--- src/rtl/pipe_stage_reg.sv ---
// Parametrised pipeline stage register with valid/ready handshake, synchronous flush
// and an optional two-entry skid buffer that makes IN_READY a flop output.
module pipe_stage_reg #(
    parameter int unsigned         DATA_W    = 32,
    parameter int unsigned         CTRL_W    = 3,
    parameter logic [CTRL_W-1:0]   CTRL_IDLE = '0,
    parameter int unsigned         SKID      = 1
) (
    input  logic              CLK,
    input  logic              RESET,
    input  logic              IN_VALID,
    output logic              IN_READY,
    input  logic [DATA_W-1:0] IN_DATA,
    input  logic [CTRL_W-1:0] IN_CTRL,
    input  logic              FLUSH,
    output logic              OUT_VALID,
    input  logic              OUT_READY,
    output logic [DATA_W-1:0] OUT_DATA,
    output logic [CTRL_W-1:0] OUT_CTRL
);

    typedef enum logic [1:0] {
        ST_EMPTY = 2'd0,
        ST_FULL  = 2'd1,
        ST_SKID  = 2'd2
    } state_t;

    state_t            state_q;
    logic              valid_q;
    logic [DATA_W-1:0] data_q;
    logic [CTRL_W-1:0] ctrl_q;
    logic              in_ready;
    logic              in_fire;
    logic              out_fire;

    assign in_fire   = IN_VALID && in_ready;
    assign out_fire  = valid_q && OUT_READY;

    assign IN_READY  = in_ready;
    assign OUT_VALID = valid_q;
    assign OUT_DATA  = data_q;
    assign OUT_CTRL  = ctrl_q;

    generate
        if (SKID != 0) begin : g_skid
            logic              ready_q;
            logic [DATA_W-1:0] skid_data_q;
            logic [CTRL_W-1:0] skid_ctrl_q;

            assign in_ready = ready_q;

            // Main register drives the outputs; skid register absorbs the one entry
            // accepted while the downstream is stalled.
            always_ff @(posedge CLK or posedge RESET) begin
                if (RESET) begin
                    state_q     <= ST_EMPTY;
                    valid_q     <= 1'b0;
                    data_q      <= '0;
                    ctrl_q      <= CTRL_IDLE;
                    ready_q     <= 1'b1;
                    skid_data_q <= '0;
                    skid_ctrl_q <= CTRL_IDLE;
                end else if (FLUSH) begin
                    state_q <= ST_EMPTY;
                    valid_q <= 1'b0;
                    ctrl_q  <= CTRL_IDLE;
                    ready_q <= 1'b1;
                end else begin
                    case (state_q)
                        ST_EMPTY: begin
                            if (in_fire) begin
                                state_q <= ST_FULL;
                                valid_q <= 1'b1;
                                data_q  <= IN_DATA;
                                ctrl_q  <= IN_CTRL;
                            end
                        end
                        ST_FULL: begin
                            if (in_fire && out_fire) begin
                                data_q <= IN_DATA;
                                ctrl_q <= IN_CTRL;
                            end else if (in_fire) begin
                                state_q     <= ST_SKID;
                                ready_q     <= 1'b0;
                                skid_data_q <= IN_DATA;
                                skid_ctrl_q <= IN_CTRL;
                            end else if (out_fire) begin
                                state_q <= ST_EMPTY;
                                valid_q <= 1'b0;
                                ctrl_q  <= CTRL_IDLE;
                            end
                        end
                        ST_SKID: begin
                            if (out_fire) begin
                                state_q <= ST_FULL;
                                ready_q <= 1'b1;
                                data_q  <= skid_data_q;
                                ctrl_q  <= skid_ctrl_q;
                            end
                        end
                        default: begin
                            state_q <= ST_EMPTY;
                            valid_q <= 1'b0;
                            ctrl_q  <= CTRL_IDLE;
                            ready_q <= 1'b1;
                        end
                    endcase
                end
            end
        end else begin : g_single
            // Accepting while full is only possible when the held entry leaves the same cycle.
            assign in_ready = !valid_q || OUT_READY;

            always_ff @(posedge CLK or posedge RESET) begin
                if (RESET) begin
                    state_q <= ST_EMPTY;
                    valid_q <= 1'b0;
                    data_q  <= '0;
                    ctrl_q  <= CTRL_IDLE;
                end else if (FLUSH) begin
                    state_q <= ST_EMPTY;
                    valid_q <= 1'b0;
                    ctrl_q  <= CTRL_IDLE;
                end else begin
                    case (state_q)
                        ST_EMPTY: begin
                            if (in_fire) begin
                                state_q <= ST_FULL;
                                valid_q <= 1'b1;
                                data_q  <= IN_DATA;
                                ctrl_q  <= IN_CTRL;
                            end
                        end
                        ST_FULL: begin
                            if (in_fire) begin
                                data_q <= IN_DATA;
                                ctrl_q <= IN_CTRL;
                            end else if (out_fire) begin
                                state_q <= ST_EMPTY;
                                valid_q <= 1'b0;
                                ctrl_q  <= CTRL_IDLE;
                            end
                        end
                        default: begin
                            state_q <= ST_EMPTY;
                            valid_q <= 1'b0;
                            ctrl_q  <= CTRL_IDLE;
                        end
                    endcase
                end
            end
        end
    endgenerate

endmodule
--- config.mk ---
export PLATFORM = sky130hd
export DESIGN_NAME = pipe_stage_reg
export DESIGN_NICKNAME = d
export VERILOG_FILES = /design/src/rtl/pipe_stage_reg.sv
export SDC_FILE = /design/constraint.sdc
export NUM_CORES = 1
export LEC_CHECK = 0
export CAP_MARGIN = 25
export CELL_PAD_IN_SITES_DETAIL_PLACEMENT = 0
export CELL_PAD_IN_SITES_GLOBAL_PLACEMENT = 1
export CORE_MARGIN = 4
export CORE_UTILIZATION = 44
export CTS_CLUSTER_DIAMETER = 120
export DETAILED_ROUTE_END_ITERATION = 7
export HOLD_SLACK_MARGIN = 0.05
export PLACE_DENSITY_LB_ADDON = 0.12
export SETUP_SLACK_MARGIN = 0.15
export SLEW_MARGIN = 20
export SYNTH_ARGS = -nofsm -noshare
export SYNTH_HDL_FRONTEND = slang
export SYNTH_SLANG_ARGS = --single-unit
export TNS_END_PERCENT = 5
--- constraint.sdc ---
create_clock -name CLK -period 3.8 [get_ports CLK]
set_input_delay 0.57 -clock CLK [delete_from_list [all_inputs] [get_ports CLK]]
set_output_delay 0.57 -clock CLK [all_outputs]
set_load 0.03 [all_outputs]
==> results.md <==
* Status: finished, final reports clean
* Number of setup buffers added after CTS at 0
* # port buffers at 76
* Peak supply drop at 0.342 mV
* Post-synthesis sequential area ratio at 52.8%
* Number of buffers inserted by hold repair at cts at 0
* Final setup vio count at 0
* Die Ht at 97.3 um
* Critical path class: in2reg
* Static Leak at 1.99 nW
* Hold EP: OUT_DATA[10]
* Clk_skew at 0.00845 ns
* Post-Synthesis Cells at 236
* Sw Ratio at 30.5%
* Max-Cap Viols at 0
* Vias in the first global route at 2213
* Clk buf depth at 2
* Post_cts resized at 0
* Final Instance Area at 4540 um^2
* Syn-to-layout area delta at 29.3%
* Power Internal at 0.00204 W
* Unrepaired setup endpoints after global routing: false
* Worst R2R End: g_skid.skid_data_q[24]
* Worst slew margin at 56.9%
* FF-to-FF path depth at 4
* Worst endpoint required time at 4.03 ns
* Critical path data arrival time at 2.62 ns
* Sw power at 0.000895 W
* Part of the power in the clock network at 21.3%
* Fill cells at 627
* R2r startpoint: state_q[0]
* GPL Wtd Cong at 0.803
* Min-Delay Path Depth at 1
* DRC viols at 0
* CTS buffer count at 9
* Io pins at 77
* Die W at 97.3 um
* Routed wire per std cell at 16.3 um
* Netlist Area Pre-Place at 3510 um^2
* Multi-input gate area at 1530 um^2
* Dpl hpwl at 4.57 mm
* Ys flop type: dfrtp_1
* Worst-path clk slew at 0.07 ns
* Combinational share of power at 36.0%
* Peak Freq at 418 MHz
* CP Capture Type: flop
* H-tree depth at 3
* First-pass GRT wire length at 11.4 mm
* Critical hold path startpoint: OUT_DATA[10]
* Number of synthesized register bits at 74
* Share of layout cells above drive strength 1 at 38.8%
* Final #Nets at 353
* Post-synth EDFFs at 0
* Synth warn at 0
* Vias per cell at 5.07
* Worst-skew pair later-pin latency at 0.34 ns
* Sequential fraction of design power at 42.7%
* CTS root buf: clkbuf_8
* Core ar. at 7730 um^2
* Worst slew pin tran at 0.646 ns
* Starting density of the core at 45.4%
* Die area at 9470 um^2
* 1st-pass router iterations at 4
* Gr usage total at 15.1%
* Grt total ovfl at 0
* Largest net degree at the start of global routing at 35
* CTS tree: built
* CP Max Fanout at 22
* Iter 0 DRT Violations at 68
* Hold Vio Cnt, Final at 0
* Vias at 2125
* Final ANT Viol Nets at 0
* Initial antenna violation count at 0
* FF+latch area at 1850 um^2
* Setup TNS at 0 ns
* Period utilization at 63.0%
* Pins Over Slew Limit at 0
* Mean Syn Cell Area at 14.9 um^2
* Post-synth ARST share at 100%
* FP Rows at 32
* Clock sink count at 74
* Min Tclk post-route at 2.39 ns
* CP Launch Type: primary input
* Number of distinct library cells after synthesis at 33
* Hold Path Class: reg2reg
* Dpl cell area at 4330 um^2
* Final WL at 6.84 mm
* Diodes inserted at 0
* Setup slack, reg-to-reg at 1.53 ns
* Post-Syn Nets at 276
* PD cells at 647 nW/um^2
-- cell usage in the layout (no fill, tap or decap), types with 2 or more instances in the layout --
| master | synthesis | layout |
|---|---|---|
| mux2i_1 | 3 | 3 |
| nand4b_1 | 2 | 2 |
| buf_4 | 0 | 4 |
| a21oi_1 | 5 | 5 |
| o21ai_0 | 3 | 3 |
| nand2_1 | 9 | 9 |
| mux2_2 | 69 | 69 |
| clkbuf_8 | 0 | 12 |
| a211oi_1 | 2 | 2 |
| dfrtp_1 | 73 | 73 |
| nand3b_1 | 2 | 2 |
| clkdlybuf4s50_1 | 0 | 76 |
| mux2_4 | 30 | 30 |
| o22ai_1 | 3 | 3 |
-- flip-flops by register name, summed over array words and instances (netlist names) --
| signal | flops |
|---|---|
| IN_READY | 1 |
| OUT_CTRL | 3 |
| OUT_DATA | 32 |
| OUT_VALID | 1 |
| g_skid.skid_ctrl_q | 3 |
| g_skid.skid_data_q | 32 |
| state_q | 2 |
-- worst max path at each step --
stage / from / end / slack (ns) / cells after the start
final: OUT_READY / g_skid.skid_data_q[24] / 1.41 / 5
after global routing: OUT_READY / g_skid.skid_data_q[22] / 1.34 / 5
after CTS: OUT_READY / g_skid.skid_data_q[15] / 1.42 / 5
after detailed placement: OUT_READY / g_skid.skid_data_q[24] / 1.05 / 5
after global placement: OUT_READY / g_skid.skid_data_q[24] / 0.95 / 4
after floorplan: RESET / OUT_CTRL[0] / 1.35 / 1
-- per-layer routing --
metal  global-route usage, %  share of wire, %  wire length [um]
met1                    19.9                45              3100
met2                    23.6                48              3300
met3                    5.53               5.5               378
met4                    3.83              0.85                58
met5                       0                 0                 0
-- stage by stage --
stage | total power (W) | hold slack, ns | utilization [%] | setup WS, ns | std cells
floorplan | 0.00194 | 0.475 | - | 1.35 | 236
global placement | 0.00231 | 0.468 | 55.8 | 0.952 | 403
detailed placement | 0.00233 | 0.477 | 56.1 | 1.05 | 404
CTS | 0.00298 | 0.493 | 58.7 | 1.42 | 419
global route | 0.00310 | 0.497 | 58.7 | 1.34 | 419
finish | 0.00293 | 0.487 | 58.7 | 1.41 | 419
-- logic make-up (layout without fill, tap and decap cells) --
logic type | Yosys count | count (layout) | synth area share, %
AO/OA/AOI/OAI | 20 | 20 | 3.82
buffers and inverters | 17 | 98 | 3.78
flip-flops | 74 | 74 | 52.8
multiplexers | 103 | 103 | 36.2
AND/OR/NAND/NOR | 22 | 22 | 3.42
-- cell usage after synthesis (3+ instances only) --
cell type	n	area share, %
dfrtp_1	73	52
mux2_2	69	22
mux2_4	30	13
nand2_1	9	0.96
a21oi_1	5	0.71
buf_2	4	0.57
clkbuf_1	4	0.43
buf_12	3	1.7
mux2i_1	3	0.86
o21ai_0	3	0.43
o22ai_1	3	0.54
-- area by class of cell --
type / count / share of cell area, %
clock buffers: 13 / 3.72
inverters: 2 / 0.165
multi-input cells: 145 / 33.8
well taps: 102 / 2.81
flip-flops and latches: 74 / 40.8
clock inverters: 2 / 0.772
repair buffers: 81 / 17.9
-- critical path, stage by stage --
cell and delay (ns):
clkdlybuf4s50_1 0.50, a21bo_1 0.24, or3_2 0.71, buf_12 0.28
mux2_4 0.31
-- power by group through the flow --
stage,clock (W),combinational [W],sequential [W]
CTS,0.000648,0.00107,0.00126
floorplan,0,0.000477,0.00146
global route,0.000684,0.00112,0.00129
global placement,0,0.00105,0.00126
finish,0.000624,0.00106,0.00125
detailed placement,0,0.00107,0.00126
Note: power is estimated with default switching activity, not from simulation.
